$ cat config.mk
export PLATFORM = sky130hd
export DESIGN_NAME = ifetch_stage
export DESIGN_NICKNAME = d
export VERILOG_FILES = /design/src/rtl/ifetch_stage.sv
export SDC_FILE = /design/constraint.sdc
export NUM_CORES = 1
export LEC_CHECK = 0
export ABC_AREA = 1
export CAP_MARGIN = 15
export CORE_ASPECT_RATIO = 0.6
export CORE_MARGIN = 2
export CORE_UTILIZATION = 57
export CTS_CLUSTER_SIZE = 8
export DETAILED_ROUTE_END_ITERATION = 8
export PLACE_DENSITY = 0.86
export SETUP_SLACK_MARGIN = 0.2
export SLEW_MARGIN = 20
export SYNTH_ARGS = -nofsm -noshare
export SYNTH_HDL_FRONTEND = slang
export SYNTH_SLANG_ARGS = --single-unit
$ cat constraint.sdc
create_clock -name clk -period 22.4 [get_ports clk]
set_clock_uncertainty 0.15 [all_clocks]
set_input_delay 5.6 -clock clk [delete_from_list [all_inputs] [get_ports clk]]
set_output_delay 5.6 -clock clk [all_outputs]
set_load 0.005 [all_outputs]
$ cat src/rtl/ifetch_stage.sv
// Instruction fetch stage: issues word fetches over a valid/ready channel, buffers the
// in-order responses with their PCs, and presents them to decode; redirects flush it.
module ifetch_stage #(
  parameter int              XLEN     = 32,
  parameter logic [XLEN-1:0] RESET_PC = '0,
  parameter int              DEPTH    = 2
) (
  input  logic            clk,
  input  logic            rst,
  output logic            imem_req_valid,
  input  logic            imem_req_ready,
  output logic [XLEN-1:0] imem_req_addr,
  input  logic            imem_rsp_valid,
  input  logic [XLEN-1:0] imem_rsp_data,
  input  logic            redirect_valid,
  input  logic [XLEN-1:0] redirect_pc,
  input  logic            id_ready,
  output logic            id_valid,
  output logic [XLEN-1:0] id_pc,
  output logic [XLEN-1:0] id_instr,
  output logic [6:0]      id_opcode
);

  localparam int CW = $clog2(DEPTH + 1);
  localparam int PW = $clog2(DEPTH);
  localparam logic [CW-1:0]   DEPTH_C   = CW'(DEPTH);
  localparam logic [CW:0]     DEPTH_OCC = (CW + 1)'(DEPTH);
  localparam logic [XLEN-1:0] NOP       = XLEN'(32'h0000_0013);

  logic            rst_q;
  logic [XLEN-1:0] fetch_pc_q, fetch_pc_d;
  logic [CW-1:0]   inflight_q, inflight_d;
  logic [CW-1:0]   count_q, count_d;
  logic [CW-1:0]   drop_q, drop_d;
  logic [PW-1:0]   wr_ptr_q, wr_ptr_d;
  logic [PW-1:0]   rd_ptr_q, rd_ptr_d;
  logic [PW-1:0]   pcq_wr_q, pcq_wr_d;
  logic [PW-1:0]   pcq_rd_q, pcq_rd_d;

  // Instruction FIFO plus the PC queue that shadows every accepted request.
  logic [XLEN-1:0] instr_mem_q [DEPTH];
  logic [XLEN-1:0] pc_mem_q    [DEPTH];
  logic [XLEN-1:0] pcq_mem_q   [DEPTH];

  logic [CW:0] occ;
  logic        req_fire;
  logic        push;
  logic        pop;

  // Occupancy counts requests in flight plus buffered entries, so every response has a slot.
  assign occ            = {1'b0, inflight_q} + {1'b0, count_q};
  assign imem_req_valid = !rst_q && !redirect_valid && (occ < DEPTH_OCC);
  assign imem_req_addr  = fetch_pc_q;
  assign req_fire       = imem_req_valid && imem_req_ready;

  assign id_valid  = (count_q != '0);
  assign id_pc     = id_valid ? pc_mem_q[rd_ptr_q] : '0;
  assign id_instr  = id_valid ? instr_mem_q[rd_ptr_q] : NOP;
  assign id_opcode = id_instr[6:0];

  assign push = imem_rsp_valid && (drop_q == '0) && !redirect_valid;
  assign pop  = id_valid && id_ready && !redirect_valid;

  always_comb begin
    // NOTE: every next-state value gets a default first so no path leaves it unassigned,
    // which would otherwise infer a latch.
    fetch_pc_d = fetch_pc_q;
    inflight_d = inflight_q + CW'(req_fire) - CW'(imem_rsp_valid);
    count_d    = count_q;
    drop_d     = drop_q;
    wr_ptr_d   = wr_ptr_q;
    rd_ptr_d   = rd_ptr_q;
    pcq_wr_d   = pcq_wr_q;
    pcq_rd_d   = pcq_rd_q;

    // Stale responses still retire their PC-queue slot, so these pointers never flush.
    if (req_fire)       pcq_wr_d = pcq_wr_q + PW'(1);
    if (imem_rsp_valid) pcq_rd_d = pcq_rd_q + PW'(1);

    if (redirect_valid) begin
      fetch_pc_d = redirect_pc & ~XLEN'(3);
      drop_d     = inflight_q - CW'(imem_rsp_valid);
      count_d    = '0;
      wr_ptr_d   = '0;
      rd_ptr_d   = '0;
    end else begin
      if (req_fire) fetch_pc_d = fetch_pc_q + XLEN'(4);
      if (imem_rsp_valid && (drop_q != '0)) drop_d = drop_q - CW'(1);
      count_d = count_q + CW'(push) - CW'(pop);
      if (push) wr_ptr_d = wr_ptr_q + PW'(1);
      if (pop)  rd_ptr_d = rd_ptr_q + PW'(1);
    end
  end

  always_ff @(posedge clk) begin
    // NOTE: sequential state uses non-blocking assignments so every register samples
    // pre-edge values regardless of statement order.
    if (rst) begin
      rst_q      <= 1'b1;
      fetch_pc_q <= RESET_PC;
      inflight_q <= '0;
      count_q    <= '0;
      drop_q     <= '0;
      wr_ptr_q   <= '0;
      rd_ptr_q   <= '0;
      pcq_wr_q   <= '0;
      pcq_rd_q   <= '0;
    end else begin
      rst_q      <= 1'b0;
      fetch_pc_q <= fetch_pc_d;
      inflight_q <= inflight_d;
      count_q    <= count_d;
      drop_q     <= drop_d;
      wr_ptr_q   <= wr_ptr_d;
      rd_ptr_q   <= rd_ptr_d;
      pcq_wr_q   <= pcq_wr_d;
      pcq_rd_q   <= pcq_rd_d;
    end
  end

  // NOTE: storage arrays are not reset; only the pointers and count are, and id_valid
  // gates the outputs so an unwritten entry is never presented.
  always_ff @(posedge clk) begin
    if (!rst && req_fire) pcq_mem_q[pcq_wr_q] <= fetch_pc_q;
    if (!rst && push) begin
      instr_mem_q[wr_ptr_q] <= imem_rsp_data;
      pc_mem_q[wr_ptr_q]    <= pcq_mem_q[pcq_rd_q];
    end
  end

`ifndef SYNTHESIS
  a_counts: assert property (@(posedge clk) disable iff (rst)
    (drop_q <= inflight_q) && (inflight_q <= DEPTH_C) && (count_q <= DEPTH_C) && (occ <= DEPTH_OCC));
  a_rsp_needs_req: assert property (@(posedge clk) disable iff (rst)
    imem_rsp_valid |-> (inflight_q != '0));
  a_no_overflow: assert property (@(posedge clk) disable iff (rst)
    push |-> ((count_q != DEPTH_C) || pop));
`endif

endmodule
Word-level counts from Yosys, hierarchy flattened:

Memory sizes are Yosys's and may differ from the RTL's. A register that Yosys moved wholly into a read port is not among the register bits.
Index checks and enable logic that the tools add are counted.

* add/sub/neg operators: 12
* magnitude comparators: 1
* multiplexer cells: 17
* reduce and logical (&&, ||, !) cells: 19

Operators with widths (count)
* 32-bit 2-to-1 mux: 4
* 32-bit by 3-bit adder with 32-bit output (second input constant): 1
* 1-bit 2-to-1 mux: 11
* 1-bit logical AND: 10
* 2-bit nonzero test: 4
* 2-bit by 1-bit subtractor with 2-bit output: 3
* 1-bit adder (second input constant): 4
* 2-bit by 1-bit adder with 2-bit output: 2
* 2-bit 2-to-1 mux: 2
* 2-bit by 2-bit adder with 3-bit output: 1
* 1-bit zero test: 3
* 3-bit by 2-bit < comparator with 1-bit output (second input constant): 1
* 2-bit zero test: 1
* 2-bit OR reduction: 1
* 2-bit by 1-bit subtractor with 2-bit output (second input constant): 1

* register bits: 43
* RAM bits: 192
* input bits: 70
* output and inout port bits: 105
* logic and storage cells: 62
* memories kept: 3

Memory list
* instr_mem_q: words 2, width 32, read ports 1, clocked after Yosys merged registers in 1, write ports 1, RTL line 41 `logic [XLEN-1:0] instr_mem_q [DEPTH];`
* pc_mem_q: words 2, width 32, read ports 1, clocked after Yosys merged registers in 1, write ports 1, RTL line 42 `logic [XLEN-1:0] pc_mem_q [DEPTH];`
* pcq_mem_q: words 2, width 32, read ports 1, clocked after Yosys merged registers in 1, write ports 1, RTL line 43 `logic [XLEN-1:0] pcq_mem_q [DEPTH];`

Depth between registers and ports, before layout:

Gate-level depths: netlist of run 1.

* word-level depth: 7
* gate-level depth with buffers: 11
* depth with buffers taken out: 11

Worst setup path before layout of run 1:

No wires, ideal clock.

* kind: input-to-output
* from: input redirect_valid
* to: output imem_req_valid
* arrival time: 5.965 ns
* data required time: 16.650 ns
* slack: 10.685 ns
* stages on the path: 4
* path buffers: 1
* path through: buf_6 > nor2_4 > nand3_1 > inv_1

* word-level cells in the longest chain between the ends: 3

Ends and longest elaborated chain
* start: declaration: RTL line 15 `input logic redirect_valid,`
* 1-bit zero test: RTL line 52 `assign imem_req_valid = !rst_q && !redirect_valid && (occ < DEPTH_OCC);`
* 1-bit logical AND (2 in a row): RTL line 52
* end: declaration: RTL line 10 `output logic imem_req_valid,`

No other way between the ends.

Worst setup path after layout of run 1:

Same ends and word-level chain as after synthesis.

==> out/results.ini, run 1 <==
[logic_synthesis]
synth-simple-area-share_pct=16.2
synth_xor_area_share_pct=0.544
synth_ff_type=edfxtp_1
seq_area_frac_synth_pct=66.2
synth_cell_types=39
async_reset_ff_share_pct=0
avgSynthCellArea_um2=11.0
synth_compound_area_share_pct=7.08
ys_warn_count=0
synth_fa_ha_area_share_pct=1.11
ys_ff_latch=227
synth_top_family_by_area=simple AND/OR/NAND/NOR gates
syn_inst=877
synth_edf_count=184
synthMuxAreaShare_pct=3.50
syn_area_um2=9650

[setup_path]
rr_worst_depth=11
crit_type=in -> out
crit_fanout=35
required_ns=16.65
ff2ff_setup_slack_ns=19.52
cp_data_arrival_time_ns=7.07
max_stage_delay_ns=0.49
r2r_start=count_q[0]$_SDFF_PP0_
cp_common_cell=clkdlybuf4s50_1
cp-end-kind=primary output
crit_chain=clkdlybuf4s50_1 > buf_4 > nor2_4 > nand3_1 > inv_1 > clkdlybuf4s50_1
critPathBufInv=4
r2r-end=count_q[1]$_SDFF_PP0_
worstSetupStartpointType=input port
cp_top_family=buffers and inverters
crit_slowest_cell=clkdlybuf4s50_1

[cells_and_area]
drive_gt1_share_pct=10.8
area.sequential_um2=6390
nNetsFinal=1128
area_delta_synth_final_pct=29.0
n_antenna_cell=0
fillers=1069
final_util_pct=76.0
multi_input_area_um2=2790

[cts]
hold_buffers=0
clock-root-buffer=clkbuf_16
cts_htree_levels=2
insertion_delay_ns=0.49
cts_setup_buffers=0
ctsResizeCount=0
cts_tree=yes
clock_tree.buffer_depth=3
cts-buffers-inserted=34
clock_sinks=227
path_clk_slew_ns=0.05

[floorplanning]
dieArea_um2=18000
start_util_pct=58.9
fp.dieH_um=105
core_region_area_um2=16400
pin_count=175
die_w_um=172
rows=36

[sta]
clock.fmax_mhz=78.0
setup_viol_count_final=0
setup_tns_ns=0
rsz0062_at_grt=false
tightest_slew_ns=0.919
hold_viol=0
report.final.slew_viol_count=0
period_needed_ns=12.82
min_period_over_period_pct=57.2
max-slew-margin-rel_pct=38.7

[global_route]
antenna_found_initial=0
grt_pass1_wl_mm=35.0
grt_max_degree=64
track_usage_pct=25.2
grt-ovfl-total=0
grt_pass1_vias=6613

[route]
dr.pass1.iters=7
routed_wl_mm=22.7
drtAntennaViolNets=0
vias_per_cell=5.44
drc=0
wl_per_cell_um=17.5
vias=7042
drt_iter0_markers=769

[run_status]
outcome=finished, final reports clean

[pwr]
ir_worst_vdd_uv=49.9
p_per_area_nw_per_um2=81.1
power.leakage_nw=4.39

[place]
post-dp-hpwl_mm=14.2
port_buffers=168
place_congestion=0.920

[min_path]
min-delay-start=rd_ptr_q$_SDFFE_PP0P_
min_path_cells=2
hold_path_class=reg -> reg

[flow_run]
maxCapViolCount=0

## per-stage QoR
step	instances	power, mW	area, um^2	setup WS, ns	hold slack (ns)
finish	1295	1.01	12500	9.58	0.326
detailed placement	1242	0.561	11500	9.58	0.314
CTS	1295	1.02	12500	9.57	0.324
floorplan	880	0.522	9660	10.68	0.297
global placement	1242	0.558	11500	9.61	0.301
global route	1295	1.04	12500	9.48	0.382
## power breakdown
part	internal, mW	switching, mW	total (mW)
combinational	0.0368	0.0368	0.0736
sequential	0.469	0.0111	0.480
clock	0.286	0.170	0.457
## layer usage
metal,global-route usage (%),vias up,share of wire [%]
met3,6.67,37,10
met5,0,-,0
met2,38.4,350,45
li1,-,3342,-
met4,4.62,0,1.4
met1,37.1,3313,43
## placed cells by master (no fill, tap or decap), types with 2 or more instances in the layout
cell type        synthesis  layout
a21oi_1                 82      82
nor2_4                  11      13
nand2_4                  2       2
clkbuf_16                0      35
a31oi_1                  4       4
clkinv_1                 3       3
nor2_2                   1       3
nor3_1                   4       3
nand4_1                  6       6
o21ai_1                 25      25
nand2_1                244     244
ha_1                     7       7
clkbuf_1                22      15
dfxtp_1                 43      42
o21ai_0                 15      15
xnor2_1                  5       5
inv_1                   62      62
inv_2                    4       4
nand2_2                  8       8
conb_1                   1       4
nand3_1                 44      44
nor2_1                  36      32
edfxtp_1               184     184
buf_4                   11      10
o211ai_1                 2       2
mux2_2                  30      30
clkdlybuf4s50_1          0     168
## cell type report
type                       instances  area share, %
clock inverter                     3          0.291
clock buffer                      50           7.48
timing repair buffer             178           14.1
inverter                          70           2.15
tap                              228           2.29
sequential                       227           51.3
multi-input combinational        539           22.4
## state kept, by name, indices dropped and copies added, names as in the netlist, 2 cells and up, named ones only
signal         count
instr_mem_q       64
pc_mem_q          60
pcq_mem_q         60
imem_req_addr     30
count_q            2
drop_q             2
inflight_q         2
## worst register-to-register path, delay by kind of cell (launching register included)
kind | cells | cell delay [ns]
buffers and inverters | 3 | 0.91
AND/OR/NAND/NOR | 4 | 0.67
adder cells (fa/ha/maj) | 2 | 0.47
flip-flops | 1 | 0.34
XOR/XNOR | 1 | 0.14
AO/OA/AOI/OAI | 1 | 0.13
## cells in the mapped netlist, drive strengths merged, types with 5 or more instances
library cell | n | area [um^2]
clkbuf | 22 | 82.6
inv | 66 | 248
nand4 | 7 | 58.8
nor2 | 48 | 265
ha | 7 | 87.6
mux2 | 30 | 338
nand2 | 254 | 988
edfxtp | 184 | 5530
dfxtp | 43 | 861
xnor2 | 5 | 43.8
a21oi | 83 | 419
nand3 | 44 | 220
buf | 22 | 164
o21ai | 40 | 200
## worst max path at each step
stage	from	endpoint	slack (ns)	cells after the start
after detailed placement	redirect_valid	imem_req_valid	9.58	6
after CTS	redirect_valid	imem_req_valid	9.57	6
after global routing	redirect_valid	imem_req_valid	9.48	6
after global placement	redirect_valid	imem_req_valid	9.61	6
final	redirect_valid	imem_req_valid	9.58	6
after floorplan	redirect_valid	imem_req_valid	10.68	4
## cell families after synthesis
| family | count (synthesis) |
|---|---|
| XOR/XNOR | 6 |
| buffers and inverters | 114 |
| AO/OA/AOI/OAI | 132 |
| adder cells (fa/ha/maj) | 8 |
| other | 1 |
| AND/OR/NAND/NOR | 359 |
| multiplexers | 30 |
| flip-flops | 227 |
(Power assumes the default switching activity.)
==> run 2, diff against run 1 <==
--- a/config.mk
+++ b/config.mk
@@ -9,10 +9,10 @@
 export CAP_MARGIN = 15
 export CORE_ASPECT_RATIO = 0.6
 export CORE_MARGIN = 2
-export CORE_UTILIZATION = 57
+export CORE_UTILIZATION = 53
 export CTS_CLUSTER_SIZE = 8
 export DETAILED_ROUTE_END_ITERATION = 8
-export PLACE_DENSITY = 0.86
+export PLACE_DENSITY = 0.81
 export SETUP_SLACK_MARGIN = 0.2
 export SLEW_MARGIN = 20
 export SYNTH_ARGS = -nofsm -noshare
==> constraint.sdc (replaced) <==
create_clock -name clk -period 12.2 [get_ports clk]
set_clock_uncertainty 0.15 [all_clocks]
set_input_delay 3.05 -clock clk [delete_from_list [all_inputs] [get_ports clk]]
set_output_delay 3.05 -clock clk [all_outputs]
set_load 0.005 [all_outputs]
==> run 2 against run 1 <==
Hold slack got worse by 0.011 ns. Sequential share of layout area about the same. Highest routed layer unchanged. Sequential cell count unchanged. Largest cell class unchanged. Worst setup slack got worse by 5.1 ns. Non-clock buffer count unchanged. Combinational power increased by 83%. Power increased by 83%. Clock power increased by 82%. First-iteration DRC count decreased by 19%. Via count decreased by 1.7%. Cell count increased by 0.85%. Global-route usage decreased by 1.7 points.
==> out/results.ini, run 2 (synthesis gave the netlist of run 1 again) <==
[run_status]
outcome=finished, final reports clean

[global_route]
grt_pass1_vias=6460
grt-ovfl-total=0
antenna_found_initial=1
grt_max_degree=64
grt_pass1_wl_mm=34.7
track_usage_pct=23.5

[setup_path]
critPathBufInv=4
cp_data_arrival_time_ns=4.50
max_stage_delay_ns=0.49
cp_common_cell=clkdlybuf4s50_1
crit_type=in -> out
cp-end-kind=primary output
worstSetupStartpointType=input port
crit_chain=clkdlybuf4s50_1 > buf_4 > nor2_4 > nand3_1 > inv_1 > clkdlybuf4s50_1
crit_fanout=35
cp_top_family=buffers and inverters
crit_slowest_cell=clkdlybuf4s50_1
required_ns=9.00

[cts]
cts_setup_buffers=0
clock_sinks=227
cts-buffers-inserted=34
insertion_delay_ns=0.49
path_clk_slew_ns=0.05
hold_buffers=0
cts_tree=yes
ctsResizeCount=0
clock-root-buffer=clkbuf_16
cts_htree_levels=2
clock_tree.buffer_depth=3

[floorplanning]
die_w_um=178
start_util_pct=53.7
core_region_area_um2=18000
fp.dieH_um=109
pin_count=175
rows=38
dieArea_um2=19300

[route]
vias=6920
drt_iter0_markers=620
drtAntennaViolNets=0
routed_wl_mm=22.5
vias_per_cell=5.30
wl_per_cell_um=17.2
dr.pass1.iters=5
drc=0

[sta]
hold_viol=0
period_needed_ns=7.70
rsz0062_at_grt=false
setup_viol_count_final=0
report.final.slew_viol_count=0
min_period_over_period_pct=63.1
setup_tns_ns=0
max-slew-margin-rel_pct=39.6
tightest_slew_ns=0.906
clock.fmax_mhz=130

[cells_and_area]
n_antenna_cell=0
nNetsFinal=1128
layout_commonest_cell=nand2_1
drive_gt1_share_pct=10.8
final_cell_mix=nand2_1, edfxtp_1, clkdlybuf4s50_1, a21oi_1, inv_1
largest_reg_flops=64
reg_top3=instr_mem_q (64), pc_mem_q (60), pcq_mem_q (60)
fin_cells=1306
area_delta_synth_final_pct=29.1
max_flop_register=instr_mem_q
final_area_um2=12500

[min_path]
hold_path_class=reg -> reg

[place]
place_congestion=0.912
post-dp-hpwl_mm=14.0
placed_area_um2=11500
dp.cells=1254
port_buffers=168

[pwr]
p_per_area_nw_per_um2=149
ir_worst_vdd_uv=101
power.leakage_nw=4.39

[flow_run]
maxCapViolCount=0

[run 2: changes by cell type in the layout (fill, tap and decap cells not counted), sizes merged]
cell    before  now
clkbuf      50   49
[run 2: final timing paths]
check,from,end,slack (ns),depth (start not counted)
max,redirect_valid,imem_req_valid,4.50,6
min,rd_ptr_q$_SDFFE_PP0P_,flip-flop,0.32,2
max reg2reg,count_q[0]$_SDFF_PP0_,count_q[1]$_SDFF_PP0_,9.24,11
min reg2reg,rd_ptr_q$_SDFFE_PP0P_,flip-flop,0.32,2
[run 2: area by class of cell]
class	instances	area, um^2
flip-flops and latches	227	6390
fillers	1291	5510
multi-input cells	539	2790
repair buffers	178	1760
clock buffers	49	928
well taps	240	300
inverters	70	268
clock inverters	3	36.3
[run 2: metal layers]
layer	track usage (%)	part of all wire [%]	vias to the layer above
met5	0	0	-
met4	5.57	1.3	0
met3	6.54	11	27
met2	35.3	44	349
met1	34.2	44	3210
li1	-	-	3334
[run 2: worst reg2reg max path, stage by stage, from the launching register on]
cell and delay [ns]:
dfxtp_1 0.35, nor2_4 0.12, buf_4 0.58, inv_1 0.36, nand2_1 0.24, nor2_1 0.07, ha_1 0.28, inv_1 0.04
ha_1 0.18, xnor2_1 0.14, or2_2 0.27, a21oi_1 0.12
[run 2: through the flow]
stage	setup WS (ns)	util, %	power (mW)	hold WS [ns]
finish	4.50	69.4	1.85	0.316
floorplan	3.86	-	0.958	0.297
detailed placement	4.50	64.0	1.03	0.310
global placement	4.50	64.0	1.03	0.302
global route	4.41	69.4	1.92	0.323
CTS	4.49	69.4	1.86	0.309
[run 2: power by group]
| group | internal, mW | switching (mW) | total, mW | leakage (nW) |
|---|---|---|---|---|
| clock network | 0.524 | 0.310 | 0.834 | 0.462 |
| registers | 0.862 | 0.0201 | 0.882 | 2.02 |
| logic | 0.0676 | 0.0676 | 0.135 | 1.91 |
| total | 1.45 | 0.398 | 1.85 | 4.39 |
==> run 3, diff against run 2 <==
--- a/config.mk
+++ b/config.mk
@@ -9,10 +9,10 @@
 export CAP_MARGIN = 15
 export CORE_ASPECT_RATIO = 0.6
 export CORE_MARGIN = 2
-export CORE_UTILIZATION = 53
+export CORE_UTILIZATION = 47
 export CTS_CLUSTER_SIZE = 8
 export DETAILED_ROUTE_END_ITERATION = 8
-export PLACE_DENSITY = 0.81
+export PLACE_DENSITY = 0.76
 export SETUP_SLACK_MARGIN = 0.2
 export SLEW_MARGIN = 20
 export SYNTH_ARGS = -nofsm -noshare
==> constraint.sdc (replaced) <==
create_clock -name clk -period 6.9 [get_ports clk]
set_clock_uncertainty 0.15 [all_clocks]
set_input_delay 1.725 -clock clk [delete_from_list [all_inputs] [get_ports clk]]
set_output_delay 1.725 -clock clk [all_outputs]
set_load 0.005 [all_outputs]
==> run 3 against run 2 <==
Register-to-register slack worse by 5.3 ns. Routed wire length up 3.2%. Combinational power up 72%. Sequential cell count unchanged. Sequential share of layout area down 0.20 points. Count of clock-buffer cells in the layout down 1. Cell count up 2.2%. Hold slack better by 0.0042 ns.
==> out/results.ini, run 3 (synthesis gave the netlist of run 1 again) <==
[cells_and_area]
drive_gt1_share_pct=10.8
max_flop_register=instr_mem_q
reg_top3=instr_mem_q (64), pc_mem_q (60), pcq_mem_q (60)
layout_commonest_cell=nand2_1
n_antenna_cell=0
area_delta_synth_final_pct=29.7
final_cell_mix=nand2_1, edfxtp_1, clkdlybuf4s50_1, a21oi_1, inv_1
nNetsFinal=1127
largest_reg_flops=64

[route]
drc=0
drtAntennaViolNets=0
wl_per_cell_um=17.4
vias=6954
routed_wl_mm=23.2
vias_per_cell=5.21
dr.pass1.iters=5
drt_iter0_markers=615

[sta]
setup_tns_ns=0
fin_ws_ns=1.81
setup_viol_count_final=0
report.final.slew_viol_count=0
clock.fmax_mhz=196
min_period_over_period_pct=73.8
max-slew-margin-rel_pct=40.7
hold_viol=0
period_needed_ns=5.09
tightest_slew_ns=0.889
rsz0062_at_grt=false

[global_route]
grt_max_degree=63
grt_pass1_vias=6734
antenna_found_initial=0
track_usage_pct=21.4
grt_pass1_wl_mm=36.1
grt-ovfl-total=0

[cts]
ctsResizeCount=0
hold_buffers=0
insertion_delay_ns=0.49
clock_sinks=227
cts-buffers-inserted=34
cts_setup_buffers=0
clock-root-buffer=clkbuf_16
path_clk_slew_ns=0.05
cts_tree=yes
clock_tree.buffer_depth=3
cts_htree_levels=2

[pwr]
switchingPower_mw=0.697
p_per_area_nw_per_um2=263
power.leakage_nw=4.39
p_int_mw=2.60
clock_power_share_pct=45.4
netSwitchingFraction_pct=21.2
p_comb_share_pct=7.0
ir_worst_vdd_uv=167
power_frac_seq_pct=47.6

[setup_path]
cp-startpoint=redirect_valid
cp_common_cell=clkdlybuf4s50_1
max_stage_delay_ns=0.49
rr_worst_depth=9
ff2ff_setup_slack_ns=3.93
worstSetupStartpointType=input port
crit_chain=clkdlybuf4s50_1 > buf_4 > nor2_4 > nand3_1 > inv_1 > clkdlybuf4s50_1
required_ns=5.03
r2r-end=pcq_mem_q[1][2]$_DFFE_PP_
crit_end=imem_req_valid
crit_slowest_cell=clkdlybuf4s50_1
cp-end-kind=primary output
crit_fanout=35
crit_type=in -> out
cp_data_arrival_time_ns=3.22
r2r_start=count_q[0]$_SDFF_PP0_

[floorplanning]
fp.dieH_um=115
dieArea_um2=21700
pin_count=175
die_w_um=189
start_util_pct=48.1
rows=40
core_region_area_um2=20100

[place]
place_ws_ns=1.83
post-dp-hpwl_mm=14.7
port_buffers=168
place_congestion=0.921

[flow_run]
maxCapViolCount=0

[run_status]
outcome=finished, final reports clean

[min_path]
hold_path_class=reg -> reg

[run 3: changes by cell type in the layout (fill, tap and decap cells not counted), sizes merged]
cell / previous run / this run
buf: 10 / 9
clkbuf: 49 / 48
inv: 68 / 66
[run 3: through the flow]
step | hold slack (ns) | cell area, um^2 | util (%) | std cells | power, mW
6_report | 0.320 | 12500 | 62.4 | 1335 | 3.30
5_1_grt | 0.362 | 12500 | 62.4 | 1335 | 3.40
3_3_place_gp | 0.304 | 11500 | 57.5 | 1286 | 1.82
2_1_floorplan | 0.297 | 9670 | - | 880 | 1.69
4_1_cts | 0.320 | 12500 | 62.4 | 1335 | 3.31
3_5_place_dp | 0.312 | 11500 | 57.5 | 1286 | 1.82
[run 3: power groups by stage]
| stage | logic, mW | registers [mW] | clock network [mW] |
|---|---|---|---|
| 3_3_place_gp | 0.225 | 1.59 | 0 |
| 3_5_place_dp | 0.230 | 1.59 | 0 |
| 5_1_grt | 0.256 | 1.57 | 1.58 |
| 2_1_floorplan | 0.120 | 1.57 | 0 |
| 6_report | 0.232 | 1.57 | 1.50 |
| 4_1_cts | 0.232 | 1.57 | 1.51 |
[run 3: worst max-delay path, delay by kind of cell]
family	cells	cell delay [ns]
buffers and inverters	4	1.20
and+or+nand+nor	2	0.27
[run 3: metal layers]
| layer | vias up | track usage [%] | share of wire [%] |
|---|---|---|---|
| met5 | - | 0 | 0 |
| met2 | 327 | 32.2 | 43 |
| met3 | 43 | 5.46 | 10 |
| li1 | 3326 | - | - |
| met4 | 0 | 5.31 | 1.7 |
| met1 | 3258 | 31.2 | 45 |
[run 3: final cells by class]
| type | count | area [um^2] |
|---|---|---|
| Sequential cell | 227 | 6390 |
| Multi-Input combinational cell | 539 | 2800 |
| Clock buffer | 48 | 967 |
| Clock inverter | 1 | 7.51 |
| Timing Repair Buffer | 177 | 1750 |
| Inverter | 70 | 268 |
| Fill cell | 1564 | 7550 |
| Tap cell | 273 | 342 |
[run 3: worst min-delay path by stage]
stage	startpoint	endpoint	slack (ns)	cells past startpoint
2_1_floorplan	rd_ptr_q$_SDFFE_PP0P_	flip-flop	0.30	2
3_3_place_gp	rd_ptr_q$_SDFFE_PP0P_	flip-flop	0.30	2
3_5_place_dp	rd_ptr_q$_SDFFE_PP0P_	flip-flop	0.31	2
4_1_cts	rd_ptr_q$_SDFFE_PP0P_	flip-flop	0.32	2
5_1_grt	pcq_wr_q$_SDFFE_PP0P_	pcq_wr_q$_SDFFE_PP0P_	0.36	1
6_report	rd_ptr_q$_SDFFE_PP0P_	flip-flop	0.32	2
